### config.mk
export PLATFORM = sky130hd
export DESIGN_NAME = hazard_fwd_unit_flat
export DESIGN_NICKNAME = d
export VERILOG_FILES = /design/src/rtl/hazard_pkg.sv /design/src/rtl/hazard_fwd_unit_if.sv /design/src/rtl/hazard_fwd_unit_fwd_sel.sv /design/src/rtl/hazard_fwd_unit.sv /design/src/flat_wrapper.sv
export SDC_FILE = /design/constraint.sdc
export NUM_CORES = 1
export LEC_CHECK = 0
export BUFFER_PORTS_ARGS = -buffer_cell sky130_fd_sc_hd__buf_2
export CAP_MARGIN = 15
export CORE_ASPECT_RATIO = 0.6
export CORE_MARGIN = 1
export CORE_UTILIZATION = 45
export CTS_CLUSTER_DIAMETER = 120
export DETAILED_ROUTE_END_ITERATION = 10
export GPL_TIMING_DRIVEN = 0
export HOLD_SLACK_MARGIN = 0.08
export MAX_ROUTING_LAYER = met4
export PLACE_DENSITY = 0.67
export SKIP_CTS_REPAIR_TIMING = 1
export SYNTH_ARGS = -nofsm -noshare
export SYNTH_HDL_FRONTEND = slang
export SYNTH_HIERARCHICAL = 1
export SYNTH_SLANG_ARGS = --single-unit
export TNS_END_PERCENT = 30
### constraint.sdc
create_clock -name clk -period 3.6 [get_ports clk]
set_clock_uncertainty 0.1 [all_clocks]
set_input_delay 0.36 -clock clk [delete_from_list [all_inputs] [get_ports clk]]
set_output_delay 0.36 -clock clk [all_outputs]
set_load 0.02 [all_outputs]
### src/rtl/hazard_pkg.sv
// ============================================================================
// Module : hazard_pkg
// Brief  : Shared forwarding codes and constants for the hazard/forward unit.
// Rev    : 1.0  initial release
// ============================================================================
`default_nettype none

package hazard_pkg;

  typedef logic [1:0] fwd_t;

  localparam fwd_t FWD_RF  = 2'b00;
  localparam fwd_t FWD_WB  = 2'b01;
  localparam fwd_t FWD_MEM = 2'b10;

  localparam int unsigned REG_ZERO = 0;

  // Number of operands resolved by the select generators: srcA/srcB in E, A/B in D.
  localparam int unsigned NUM_OPERANDS = 4;

endpackage

`default_nettype wire

### src/rtl/hazard_fwd_unit_if.sv
// ============================================================================
// Module : hazard_fwd_unit_if
// Brief  : Decode-stage request and hazard/forward response bundle.
// Rev    : 1.0  initial release
// ============================================================================
`default_nettype none

interface hazard_fwd_unit_if #(
  parameter int REGW = 5,
  parameter int CNTW = 32
);
  import hazard_pkg::*;

  logic            valid_d;
  logic [REGW-1:0] rs_d;
  logic [REGW-1:0] rt_d;
  logic [REGW-1:0] writereg_d;
  logic            regwrite_d;
  logic            memtoreg_d;
  logic            branch_d;
  logic            pcsrc_d;

  fwd_t            forward_ae;
  fwd_t            forward_be;
  logic            forward_ad;
  logic            forward_bd;
  logic            stall_f;
  logic            stall_d;
  logic            flush_d;
  logic            flush_e;
  logic [CNTW-1:0] stall_cnt;

  modport master (
    output valid_d, rs_d, rt_d, writereg_d, regwrite_d, memtoreg_d, branch_d, pcsrc_d,
    input  forward_ae, forward_be, forward_ad, forward_bd,
    input  stall_f, stall_d, flush_d, flush_e, stall_cnt
  );

  modport slave (
    input  valid_d, rs_d, rt_d, writereg_d, regwrite_d, memtoreg_d, branch_d, pcsrc_d,
    output forward_ae, forward_be, forward_ad, forward_bd,
    output stall_f, stall_d, flush_d, flush_e, stall_cnt
  );

endinterface

`default_nettype wire

### src/rtl/hazard_fwd_unit_fwd_sel.sv
// ============================================================================
// Module : fwd_sel
// Brief  : Per-operand forward select; M result wins over W, $0 never forwarded.
// Rev    : 1.0  initial release
// ============================================================================
`default_nettype none

module fwd_sel
  import hazard_pkg::*;
#(
  parameter int REGW = 5
) (
  input  logic [REGW-1:0] src,
  input  logic            m_en,
  input  logic [REGW-1:0] m_reg,
  input  logic            w_en,
  input  logic [REGW-1:0] w_reg,
  output fwd_t            sel
);

  always_comb begin
    sel = FWD_RF;
    if (src != REGW'(REG_ZERO)) begin
      if (m_en && (m_reg == src)) begin
        sel = FWD_MEM;
      end else if (w_en && (w_reg == src)) begin
        sel = FWD_WB;
      end
    end
  end

endmodule

`default_nettype wire

### src/rtl/hazard_fwd_unit.sv
// ============================================================================
// Module : hazard_fwd_unit
// Brief  : Shadow E/M/W pipeline driving forward selects, stalls and flushes.
// Rev    : 1.0  initial release
// ============================================================================
`default_nettype none

module hazard_fwd_unit
  import hazard_pkg::*;
#(
  parameter int REGW = 5,
  parameter int CNTW = 32
) (
  input  logic               clk,
  input  logic               rst_n,
  hazard_fwd_unit_if.slave   bus
);

  typedef struct packed {
    logic            vld;
    logic [REGW-1:0] rs;
    logic [REGW-1:0] rt;
    logic [REGW-1:0] writereg;
    logic            regwrite;
    logic            memtoreg;
  } stage_t;

  stage_t          e_q, m_q, w_q, e_d;
  logic [CNTW-1:0] stall_cnt_q, stall_cnt_d;

  logic lwstall, brstall, stall;
  logic m_fwd_en, w_fwd_en;

  function automatic logic src_match(input logic [REGW-1:0] x,
                                     input logic [REGW-1:0] a,
                                     input logic [REGW-1:0] b);
    return (x != REGW'(REG_ZERO)) && ((x == a) || (x == b));
  endfunction

  always_comb begin
    lwstall = bus.valid_d & e_q.vld & e_q.memtoreg & src_match(e_q.writereg, bus.rs_d, bus.rt_d);
    brstall = bus.valid_d & bus.branch_d &
              ((e_q.vld & e_q.regwrite & src_match(e_q.writereg, bus.rs_d, bus.rt_d)) |
               (m_q.vld & m_q.memtoreg & src_match(m_q.writereg, bus.rs_d, bus.rt_d)));
    stall   = lwstall | brstall;
  end

  assign m_fwd_en = m_q.vld & m_q.regwrite;
  assign w_fwd_en = w_q.vld & w_q.regwrite;

  // Operands 0/1 are the E sources; 2/3 are the D compare sources, which only see M.
  logic [REGW-1:0] op_src [NUM_OPERANDS];
  fwd_t            op_sel [NUM_OPERANDS];

  assign op_src[0] = e_q.rs;
  assign op_src[1] = e_q.rt;
  assign op_src[2] = bus.rs_d;
  assign op_src[3] = bus.rt_d;

  for (genvar i = 0; i < NUM_OPERANDS; i++) begin : g_fwd_sel
    fwd_sel #(.REGW(REGW)) u_fwd_sel (
      .src   (op_src[i]),
      .m_en  (m_fwd_en),
      .m_reg (m_q.writereg),
      .w_en  ((i < 2) ? w_fwd_en : 1'b0),
      .w_reg (w_q.writereg),
      .sel   (op_sel[i])
    );
  end

  assign bus.forward_ae = op_sel[0];
  assign bus.forward_be = op_sel[1];
  assign bus.forward_ad = (op_sel[2] == FWD_MEM);
  assign bus.forward_bd = (op_sel[3] == FWD_MEM);
  assign bus.stall_f    = stall;
  assign bus.stall_d    = stall;
  assign bus.flush_e    = stall;
  assign bus.flush_d    = bus.pcsrc_d & ~stall;
  assign bus.stall_cnt  = stall_cnt_q;

  always_comb begin
    e_d = '0;
    if (!stall) begin
      e_d.vld      = bus.valid_d;
      e_d.rs       = bus.rs_d;
      e_d.rt       = bus.rt_d;
      e_d.writereg = bus.writereg_d;
      e_d.regwrite = bus.regwrite_d;
      e_d.memtoreg = bus.memtoreg_d;
    end
    stall_cnt_d = stall_cnt_q;
    if (stall && (stall_cnt_q != '1)) begin
      stall_cnt_d = stall_cnt_q + CNTW'(1);
    end
  end

  always_ff @(posedge clk or negedge rst_n) begin
    if (!rst_n) begin
      e_q         <= '0;
      m_q         <= '0;
      w_q         <= '0;
      stall_cnt_q <= '0;
    end else begin
      e_q         <= e_d;
      m_q         <= e_q;
      w_q         <= m_q;
      stall_cnt_q <= stall_cnt_d;
    end
  end

  // Source fields in M/W and the load flag in W are carried for the record only.
  logic unused_stage_bits;
  assign unused_stage_bits = ^{m_q.rs, m_q.rt, w_q.rs, w_q.rt, w_q.memtoreg};

endmodule

`default_nettype wire

### src/flat_wrapper.sv
// flat-port wrapper written by rule: the top's interface ports become plain ports
module hazard_fwd_unit_flat import hazard_pkg::*;
#(
  parameter int REGW = 5,
  parameter int CNTW = 32
)
  (clk, rst_n, bus_valid_d, bus_rs_d, bus_rt_d, bus_writereg_d, bus_regwrite_d, bus_memtoreg_d, bus_branch_d, bus_pcsrc_d, bus_forward_ae, bus_forward_be, bus_forward_ad, bus_forward_bd, bus_stall_f, bus_stall_d, bus_flush_d, bus_flush_e, bus_stall_cnt);
  hazard_fwd_unit_if #(.REGW(REGW), .CNTW(CNTW)) bus_i ();
  input  logic clk;
  input  logic rst_n;
  input wire logic [$bits(bus_i.valid_d)-1:0] bus_valid_d;
  input wire logic [$bits(bus_i.rs_d)-1:0] bus_rs_d;
  input wire logic [$bits(bus_i.rt_d)-1:0] bus_rt_d;
  input wire logic [$bits(bus_i.writereg_d)-1:0] bus_writereg_d;
  input wire logic [$bits(bus_i.regwrite_d)-1:0] bus_regwrite_d;
  input wire logic [$bits(bus_i.memtoreg_d)-1:0] bus_memtoreg_d;
  input wire logic [$bits(bus_i.branch_d)-1:0] bus_branch_d;
  input wire logic [$bits(bus_i.pcsrc_d)-1:0] bus_pcsrc_d;
  output wire logic [$bits(bus_i.forward_ae)-1:0] bus_forward_ae;
  output wire logic [$bits(bus_i.forward_be)-1:0] bus_forward_be;
  output wire logic [$bits(bus_i.forward_ad)-1:0] bus_forward_ad;
  output wire logic [$bits(bus_i.forward_bd)-1:0] bus_forward_bd;
  output wire logic [$bits(bus_i.stall_f)-1:0] bus_stall_f;
  output wire logic [$bits(bus_i.stall_d)-1:0] bus_stall_d;
  output wire logic [$bits(bus_i.flush_d)-1:0] bus_flush_d;
  output wire logic [$bits(bus_i.flush_e)-1:0] bus_flush_e;
  output wire logic [$bits(bus_i.stall_cnt)-1:0] bus_stall_cnt;
  assign bus_i.valid_d = bus_valid_d;
  assign bus_i.rs_d = bus_rs_d;
  assign bus_i.rt_d = bus_rt_d;
  assign bus_i.writereg_d = bus_writereg_d;
  assign bus_i.regwrite_d = bus_regwrite_d;
  assign bus_i.memtoreg_d = bus_memtoreg_d;
  assign bus_i.branch_d = bus_branch_d;
  assign bus_i.pcsrc_d = bus_pcsrc_d;
  assign bus_forward_ae = bus_i.forward_ae;
  assign bus_forward_be = bus_i.forward_be;
  assign bus_forward_ad = bus_i.forward_ad;
  assign bus_forward_bd = bus_i.forward_bd;
  assign bus_stall_f = bus_i.stall_f;
  assign bus_stall_d = bus_i.stall_d;
  assign bus_flush_d = bus_i.flush_d;
  assign bus_flush_e = bus_i.flush_e;
  assign bus_stall_cnt = bus_i.stall_cnt;
  hazard_fwd_unit #(.REGW(REGW), .CNTW(CNTW)) u_core (.clk(clk), .rst_n(rst_n), .bus(bus_i));
endmodule
==> out/results.txt, run 1 <==
The flow ran to the end, and the final reports show no timing, DRC or antenna violations. Setup repair after global routing left no endpoint under its margin. The sum of net half-perimeters after detailed placement was 5.91 mm; the residual DRC count was 0. At the pin with the least slew margin, the transition time is 0.805 ns. Hold is met by 0.0256 ns. The worst path uses 91.5% of the clock period. For this run, the top clock speed supported by timing is 0.304 GHz. The area growth from synthesis to layout came out at 21.9%. The time the final worst path needs with I/O delays and setup is 3.29 ns. Summing internal, switching and leakage power gives 1.85 mW. The average instance area after synthesis came out at 10.3 µm². The total number of placement rows was 24. The number of clock buffers inserted by TritonCTS is 9, and the wire length of the first global-routing pass is 13.4 mm.

The run gives 2528 as the via count of the first global-routing pass. The clock latency of the later-clocked register in the worst-skew pair came out at 0.32 ns. The primary flip-flop cell chosen by synthesis mapping is sky130_fd_sc_hd__dfrtp_1. The cell count after synthesis came out at 331. In the synthesized netlist the async set-or-reset flop fraction comes to 100%. The total global-route track usage is 22.9%.

The die is 69.5 µm tall. In the final layout, the share of cells above drive strength 1 is 21.9%. The net total in the final layout was 429. Setup violations remaining at the end of the flow were counted as 0.

In this run the remaining antenna-violating nets after routing total 0. The overall routed net length was 7.96 mm; the total clock sinks was 65. After synthesis, the netlist uses 29 different library cells. After detailed routing, the average wire length per cell comes to 15.5 µm. The count of vias placed by the detailed router came out at 2639.

The critical path in this run is classified as reg -> out. The number of antenna violations at the first check in global routing is 0. The leakage power summed over all cells came out at 1.98 nW.

The tools report the type of element capturing the critical path as an output port. The flip-flop and latch count after synthesis was 65; the boundary pin count was 64. The die width came out at 115 µm.

The min-delay analysis places its worst path in the category in -> async. The first routing iteration left 127 violations. Prior to clock tree synthesis, the placed netlist has a worst setup slack of 0.647 ns. The congestion estimate from routability-driven global placement came to 0.834.

Of all nets on the critical path, the largest fanout is 10. The total overflow left after global routing is 0. Maximum number of buffers from clock root to sink: 2. Across the VDD grid, the largest voltage drop is 315 µV. The tool flagged a number of max-cap violations equal to 0.

The maximum number of pins on one net before global-route repair came out at 66. Total standard cell area after synthesis: 3420 µm². The number of flops mapped to enable cells by yosys is 0, and the number of cells on the worst reg-to-reg path is 7. The total of warnings raised by yosys is 6, and the data required time of the worst path is 3.14 ns. The tools report the launching element type of the critical path as a flop.

Count of input and output buffers: 63. For this configuration, the core starts out at a cell density of 46.9%. The floorplan die area is 7970 µm², and the hold violation count in the final report is 0.

Sequential cells were found to cover 47.5% of the synthesized design area. Clock tree synthesis selected as its root buffer the cell sky130_fd_sc_hd__clkbuf_16. The number of detailed-routing iterations run before antenna repair was 4. For the final routed database, the setup TNS stands at 0 ns. Power spread over the standard cell area amounts to 444 nW/µm². The fill cell instance count of the final layout was 671; the worst slew margin relative to its limit was 46.3%.

STA puts the critical path data arrival time at 2.83 ns. The total area inside the core boundary comes to 7300 µm². The tools report the number of inserted diodes as 0.

TritonCTS built the clock tree. Clock-pin slew was measured on the worst setup and hold paths at 0.05 ns. The count of H-tree levels built during CTS is 3, and the routed via count divided by cell count is 5.12. Setup slack on the critical path of the routed design comes to 0.306 ns.

The number of slew-limit violations in the final report is 0.
-- cells in the mapped netlist (all sizes together), types with 5 or more instances --
cell type  instances  area [µm²]
dfrtp             65        1630
xnor2             46         403
xor2              45         394
nor2              25        93.8
and2              24         150
nand3             23         120
nand2             17        71.3
nor4              17         106
nand4             16         100
nor3               9        50.1
nor4b              7        61.3
or4                7        56.3
buf                6        35.0
clkbuf             5        18.8
-- path summary, 6_finish.rpt --
path	from	to	slack (ns)
worst min register to register	u_core/m_q[1]	u_core/w_q[1]	0.28
min in group clk	bus_writereg_d[0]	u_core/e_q[2]	0.14
worst max register to register	u_core/bus.stall_cnt[0]	u_core/bus.stall_cnt[29]	1.06
worst max-delay path	u_core/e_q[3]	bus_stall_f	0.31
worst min-delay path	rst_n	u_core/bus.stall_cnt[24]	0.03
max in group asynchronous	rst_n	u_core/m_q[4]	2.84
-- cell families (layout without fill, tap and decap cells) --
logic type / Yosys count / after routing / share of synthesized area, %
AOI/OAI and AO/OA: 5 / 5 / 1.02
xor gates and xnor gates: 91 / 91 / 23.3
adders and majority gates: 1 / 1 / 0.366
buffers and inverters: 14 / 93 / 1.90
DFF: 65 / 65 / 47.5
muxes: 1 / 1 / 0.329
other: 1 / 2 / 0.110
and+or+nand+nor: 153 / 153 / 25.4
-- power by group --
group	internal (mW)	switching [mW]	leakage, nW	total, mW
Combinational	0.0851	0.0953	1.02	0.180
Clock	0.552	0.306	0.142	0.858
Sequential	0.764	0.0503	0.820	0.815
Total	1.40	0.452	1.98	1.85
-- per-stage QoR --
step / instances / instance area (µm²) / util (%)
after floorplan: 332 / 3420 / -
after global placement: 499 / 3870 / 53.0
after detailed placement: 499 / 3870 / 53.1
after CTS: 515 / 4170 / 57.2
after global routing: 515 / 4170 / 57.2
final: 515 / 4170 / 57.2
-- metal layers --
metal	share of wire (%)	wire length (µm)	GRT usage, %	up-vias
met2	41	3250	29.6	72
met1	53	4230	35.8	1265
met3	5.1	407	4.98	7
met5	0	0	-	-
li1	-	-	-	1295
met4	0.97	77	5.63	0
-- worst max-delay path: stages, from the launching register on --
cell and delay, ns:
sky130_fd_sc_hd__dfrtp_1 0.44, sky130_fd_sc_hd__or4_1 0.54, sky130_fd_sc_hd__nor2_1 0.10, sky130_fd_sc_hd__nor3_1 0.07
sky130_fd_sc_hd__a22oi_2 0.30, sky130_fd_sc_hd__buf_2 0.30, sky130_fd_sc_hd__clkbuf_1 0.33, sky130_fd_sc_hd__inv_1 0.13
sky130_fd_sc_hd__buf_4 0.15, sky130_fd_sc_hd__buf_2 0.15
-- cells in the final DEF, fill, tap and decap left out, types with 2 or more instances in the layout --
cell type                    instances
sky130_fd_sc_hd__a21oi_1             2
sky130_fd_sc_hd__and2_1             24
sky130_fd_sc_hd__and3_1              2
sky130_fd_sc_hd__and4_1              4
sky130_fd_sc_hd__buf_2              66
sky130_fd_sc_hd__buf_4               3
sky130_fd_sc_hd__clkbuf_1            6
sky130_fd_sc_hd__clkbuf_16           9
sky130_fd_sc_hd__clkinv_2            2
sky130_fd_sc_hd__clkinvlp_4          2
sky130_fd_sc_hd__conb_1              2
sky130_fd_sc_hd__dfrtp_1            65
sky130_fd_sc_hd__inv_1               3
sky130_fd_sc_hd__nand2_1            16
sky130_fd_sc_hd__nand3_1            22
sky130_fd_sc_hd__nand4_1            16
sky130_fd_sc_hd__nor2_1             25
sky130_fd_sc_hd__nor2b_1             2
sky130_fd_sc_hd__nor3_1              8
sky130_fd_sc_hd__nor4_1             17
sky130_fd_sc_hd__nor4b_1             7
sky130_fd_sc_hd__o22ai_1             2
sky130_fd_sc_hd__or4_1               6
sky130_fd_sc_hd__xnor2_1            46
sky130_fd_sc_hd__xor2_1             45
-- cell type report --
class / count / area, µm² / area share, %
flip-flops and latches: 65 / 1630 / 39.0
multi-input cells: 253 / 1730 / 41.6
well taps: 104 / 130 / 3.12
clock inverters: 5 / 55.1 / 1.32
inverters: 3 / 11.3 / 0.270
repair buffers: 63 / 318 / 7.62
plain buffers: 11 / 53.8 / 1.29
clock buffers: 11 / 243 / 5.82
-- sequential cells by signal, indices dropped and copies added (netlist names) --
register              flops
u_core/bus.stall_cnt     32
u_core/e_q               18
u_core/m_q                8
u_core/w_q                7
Power figures use the tool's default switching activity.
==> run 2: changes to the inputs <==
--- a/config.mk
+++ b/config.mk
@@ -20,5 +20,4 @@
 export SYNTH_ARGS = -nofsm -noshare
 export SYNTH_HDL_FRONTEND = slang
-export SYNTH_HIERARCHICAL = 1
 export SYNTH_SLANG_ARGS = --single-unit
 export TNS_END_PERCENT = 30
==> constraint.sdc (replaced) <==
create_clock -name clk -period 3.6 [get_ports clk]
set_clock_uncertainty 0.1 [all_clocks]
set_input_delay 1.08 -clock clk [delete_from_list [all_inputs] [get_ports clk]]
set_output_delay 1.08 -clock clk [all_outputs]
set_load 0.02 [all_outputs]
==> run 2 against run 1 <==
Net effect: the run now ends with negative setup slack left; combinational power is essentially flat; largest power group unchanged; clock-buffer cell count up 2; utilization up 3.4 points; cell count fell by 9.9%.
==> out/results.txt, run 2 <==
The tools report the count of antenna-violating nets left after detailed routing as 0 (unchanged). For the worst slack on hold paths, the log shows 0.277 ns (+0.251 ns). Initial core utilization: 48.2% (+1.3 points).

Standard cell with the maximum stage delay on the critical path: sky130_fd_sc_hd__a221o_1. The run gives 3 (unchanged) as the count of H-tree levels built during CTS. The power density relative to cell area came out at 438 nW/µm² (-1.3%).

The total of warnings raised by yosys came out at 0 (-6). The checks that failed: negative setup slack. The tools report the post-synthesis instance total as 294 (-11%). The total instance count after detailed placement is 444 (-11%). The post-route non-filler standard cell count was 464 (-9.9%). The worst hold path begins at u_core.e_q[17]. The time the final worst path needs with I/O delays and setup was 3.79 ns (+0.497 ns).

The residual DRC count is 0 (unchanged). The total global-route track usage came out at 23.1% (+0.13 points). Wire length of the first global-routing pass: 12.6 mm (-5.6%).

The run gives 2351 (-7.0%) as the via count of the first global-routing pass. The fraction of the core area covered by cells at the end of the flow was 60.5% (+3.4 points). The routed length per instance works out to 16.8 µm (+8.6%). The area of all placed cells without fillers is 4160 µm² (-0.18%). The tools report the source of the worst register-to-register timing path as u_core.m_q[6]. The worst setup path is captured at an output port. The die width was 113 µm (-1.6%).

Tracing the worst setup path back leads to its startpoint at bus_rt_d[3]. The number of clock buffers inserted by TritonCTS was 9 (unchanged). The run gives 1570 µm² (-9.7%) as the combined area of the multi-input logic cells. The cell family contributing the most delay on the critical path is buffers and inverters. The min-delay analysis places its worst path in the category reg -> reg.

The number of antenna violations at the first check in global routing is 0 (unchanged), and the boundary pin count is 64 (unchanged). The flow ran to the end, but the final reports show violations. The number of detailed-routing iterations run before antenna repair is 4 (unchanged). The buffers plus inverters on the worst setup path works out to 5 (unchanged). The worst setup path is of the in -> out kind. The top-area cell type share of the netlist area was 49.1% (+1.5 points); the total number of placement rows was 23 (-4.2%).

The total standard cell area after synthesis is 3310 µm² (-3.1%), and the routed via count divided by cell count is 5.43 (+6.0%). The tools report the footprint of the flip-flops and latches as 1630 µm² (unchanged). The number of inserted diodes was 0 (unchanged); the leakage power summed over all cells was 2.03 nW (+2.3%).

The number of nets produced by synthesis is 317, and the critical-path maximum fanout is 7 (-3). For the number of slew-limit violations in the final report, the log shows 0 (unchanged). The peak per-stage delay on the critical path was 0.37 ns (-0.17 ns); the net total in the final layout was 395 (-7.9%). In the layout the commonest cells are sky130_fd_sc_hd__dfrtp_1 (65), sky130_fd_sc_hd__buf_2 (57), sky130_fd_sc_hd__xor2_1 (41), sky130_fd_sc_hd__xnor2_1 (23), sky130_fd_sc_hd__and3_1 (21). The flip-flop count of the largest register, all copies and words added is 32 (unchanged).

The slew at the pin closest to its max-slew limit was 0.797 ns (-0.00804 ns); the maximum frequency from static timing analysis was 0.264 GHz (-13%). Total negative slack for setup checks: -0.658 ns (-0.658 ns). The root buffer selected by CTS is sky130_fd_sc_hd__clkbuf_16. The floorplan die area was 7720 µm² (-3.1%); the number of flops mapped to enable cells by yosys was 0 (unchanged). The core area was 6880 µm² (-5.7%); the count of routing violations after the opening detailed-route iteration was 75 (-41%).

The maximum number of buffers from clock root to sink came out at 2 (unchanged). The smallest setup slack after layout was -0.190 ns (-0.497 ns); the cell area reported after detailed placement was 3740 µm² (-3.3%). After synthesis, the cell types taking the most area are sky130_fd_sc_hd__dfrtp_1 (49%), sky130_fd_sc_hd__xor2_1 (12%), sky130_fd_sc_hd__xnor2_1 (6.1%). After synthesis, the most frequently instantiated cells are sky130_fd_sc_hd__dfrtp_1 (65), sky130_fd_sc_hd__xor2_1 (45), sky130_fd_sc_hd__xnor2_1 (23). The portion of the clock cycle consumed by the worst path in the final layout works out to 105% (+14 points).

The run gives 1.83 mW (-1.5%) as the total power. The count of vias placed by the detailed router was 2520 (-4.5%); the count of input and output buffers was 63 (unchanged). The logs give 0.949 (+14%) for the routability congestion estimate from global placement and 2.61 ns (-0.22 ns) for the arrival time reported for the critical path endpoint.

Setup repair after global routing could not meet its margin everywhere. The clock latency of the later-clocked register in the worst-skew pair came out at 0.33 ns (about the same). The run gives 49.1% (+1.5 points) as the sequential share of the synthesized area. Share of cells above drive strength 1: 32.6% (+11 points). The signal on the critical path passes through buf_6 > xor2_1 > nor3_2 > nand3_1 > a221o_1 > and2_4 > buf_6 > clkinvlp_4 > buf_6 > buf_6.

The die extent in y works out to 68.5 µm (-1.5%). The hold violation count in the final report is 0 (unchanged). For the overall routed net length, the log shows 7.79 mm (-2.2%). The top cell type by total area after synthesis is sky130_fd_sc_hd__dfrtp_1. The clock-pin slew reported for the worst setup and hold paths after clock tree synthesis is 0.05 ns (about the same).

The run gives 4 (+4) as the count of final setup violators. In this design, the critical path's most frequently occurring cell is sky130_fd_sc_hd__buf_6. The flip-flop and latch count after synthesis is 65 (unchanged), and the data required time of the worst path is 2.42 ns (-0.72 ns).

The maximum number of pins on one net before global-route repair was 66 (unchanged); the worst ir drop on vdd was 338 µV (+7.3%). Yosys instantiated no cell more often than sky130_fd_sc_hd__dfrtp_1. The logs give 5.82 mm (-1.6%) for the sum of net half-perimeters after detailed placement and -0.338 ns (-0.985 ns) for the post-place setup slack.

The primary flip-flop cell chosen by synthesis mapping was sky130_fd_sc_hd__dfrtp_1. The area growth from synthesis to layout works out to 25.6%. The run gives 38 (+31%) as the number of distinct library cell variants in the gate-level netlist after synthesis. TritonCTS built the clock tree.

The run gives 65 (unchanged) as the total clock sinks. The fill cell instance count of the final layout is 573 (-15%), and the overflow left after global routing is 0 (unchanged). The worst slew margin relative to its limit was 46.9% (+0.54 points); the reported max-cap violation count was 0 (unchanged). STA classifies the critical path startpoint as a primary input.

The average instance area after synthesis was 11.3 µm² (+9.0%); the share of flip-flops with an asynchronous set or reset after synthesis was 100% (unchanged). Leaving out fill and tap cells, the most frequent cell in the layout is sky130_fd_sc_hd__dfrtp_1.
run 2: layout make-up:
| type | count | share of cell area (%) |
|---|---|---|
| flip-flops and latches | 65 | 39.1 |
| clock buffers | 13 | 6.01 |
| plain buffers | 17 | 3.79 |
| well taps | 87 | 2.61 |
| inverters | 4 | 0.451 |
| multi-input cells | 208 | 37.6 |
| clock inverters | 3 | 0.962 |
| repair buffers | 67 | 9.50 |
run 2: cell families after synthesis:
kind of cell,share of synthesized area [%]
compound gates,1.47
mux,0.680
simple gates,25.5
fa+ha+maj,0.378
flops,49.1
buf+inv,4.95
xor+xnor,18.0
run 2: per-layer routing:
metal,wire length (µm),vias up,track usage [%]
li1,-,1187,-
met1,4080,1247,33.8
met2,3080,76,29.8
met3,557,10,7.09
met4,76,0,6.83
met5,0,-,-
run 2: path summary, 6_finish.rpt:
check	endpoint	depth (start not counted)	slack [ns]
hold / removal	u_core.m_q[17]	0	0.28
setup / recovery	bus_stall_f	10	-0.19
hold reg to reg	u_core.m_q[17]	0	0.28
min in group asynchronous	u_core.e_q[2]	1	0.73
max in group asynchronous	u_core.bus.stall_cnt[21]	1	2.13
setup reg to reg	u_core.bus.stall_cnt[28]	10	0.85
run 2: report_power, final:
group,leakage (nW),internal (mW),switching (mW)
Sequential,0.826,0.765,0.0359
Clock,0.144,0.552,0.293
Combinational,1.06,0.0833,0.0958
Total,2.03,1.40,0.424
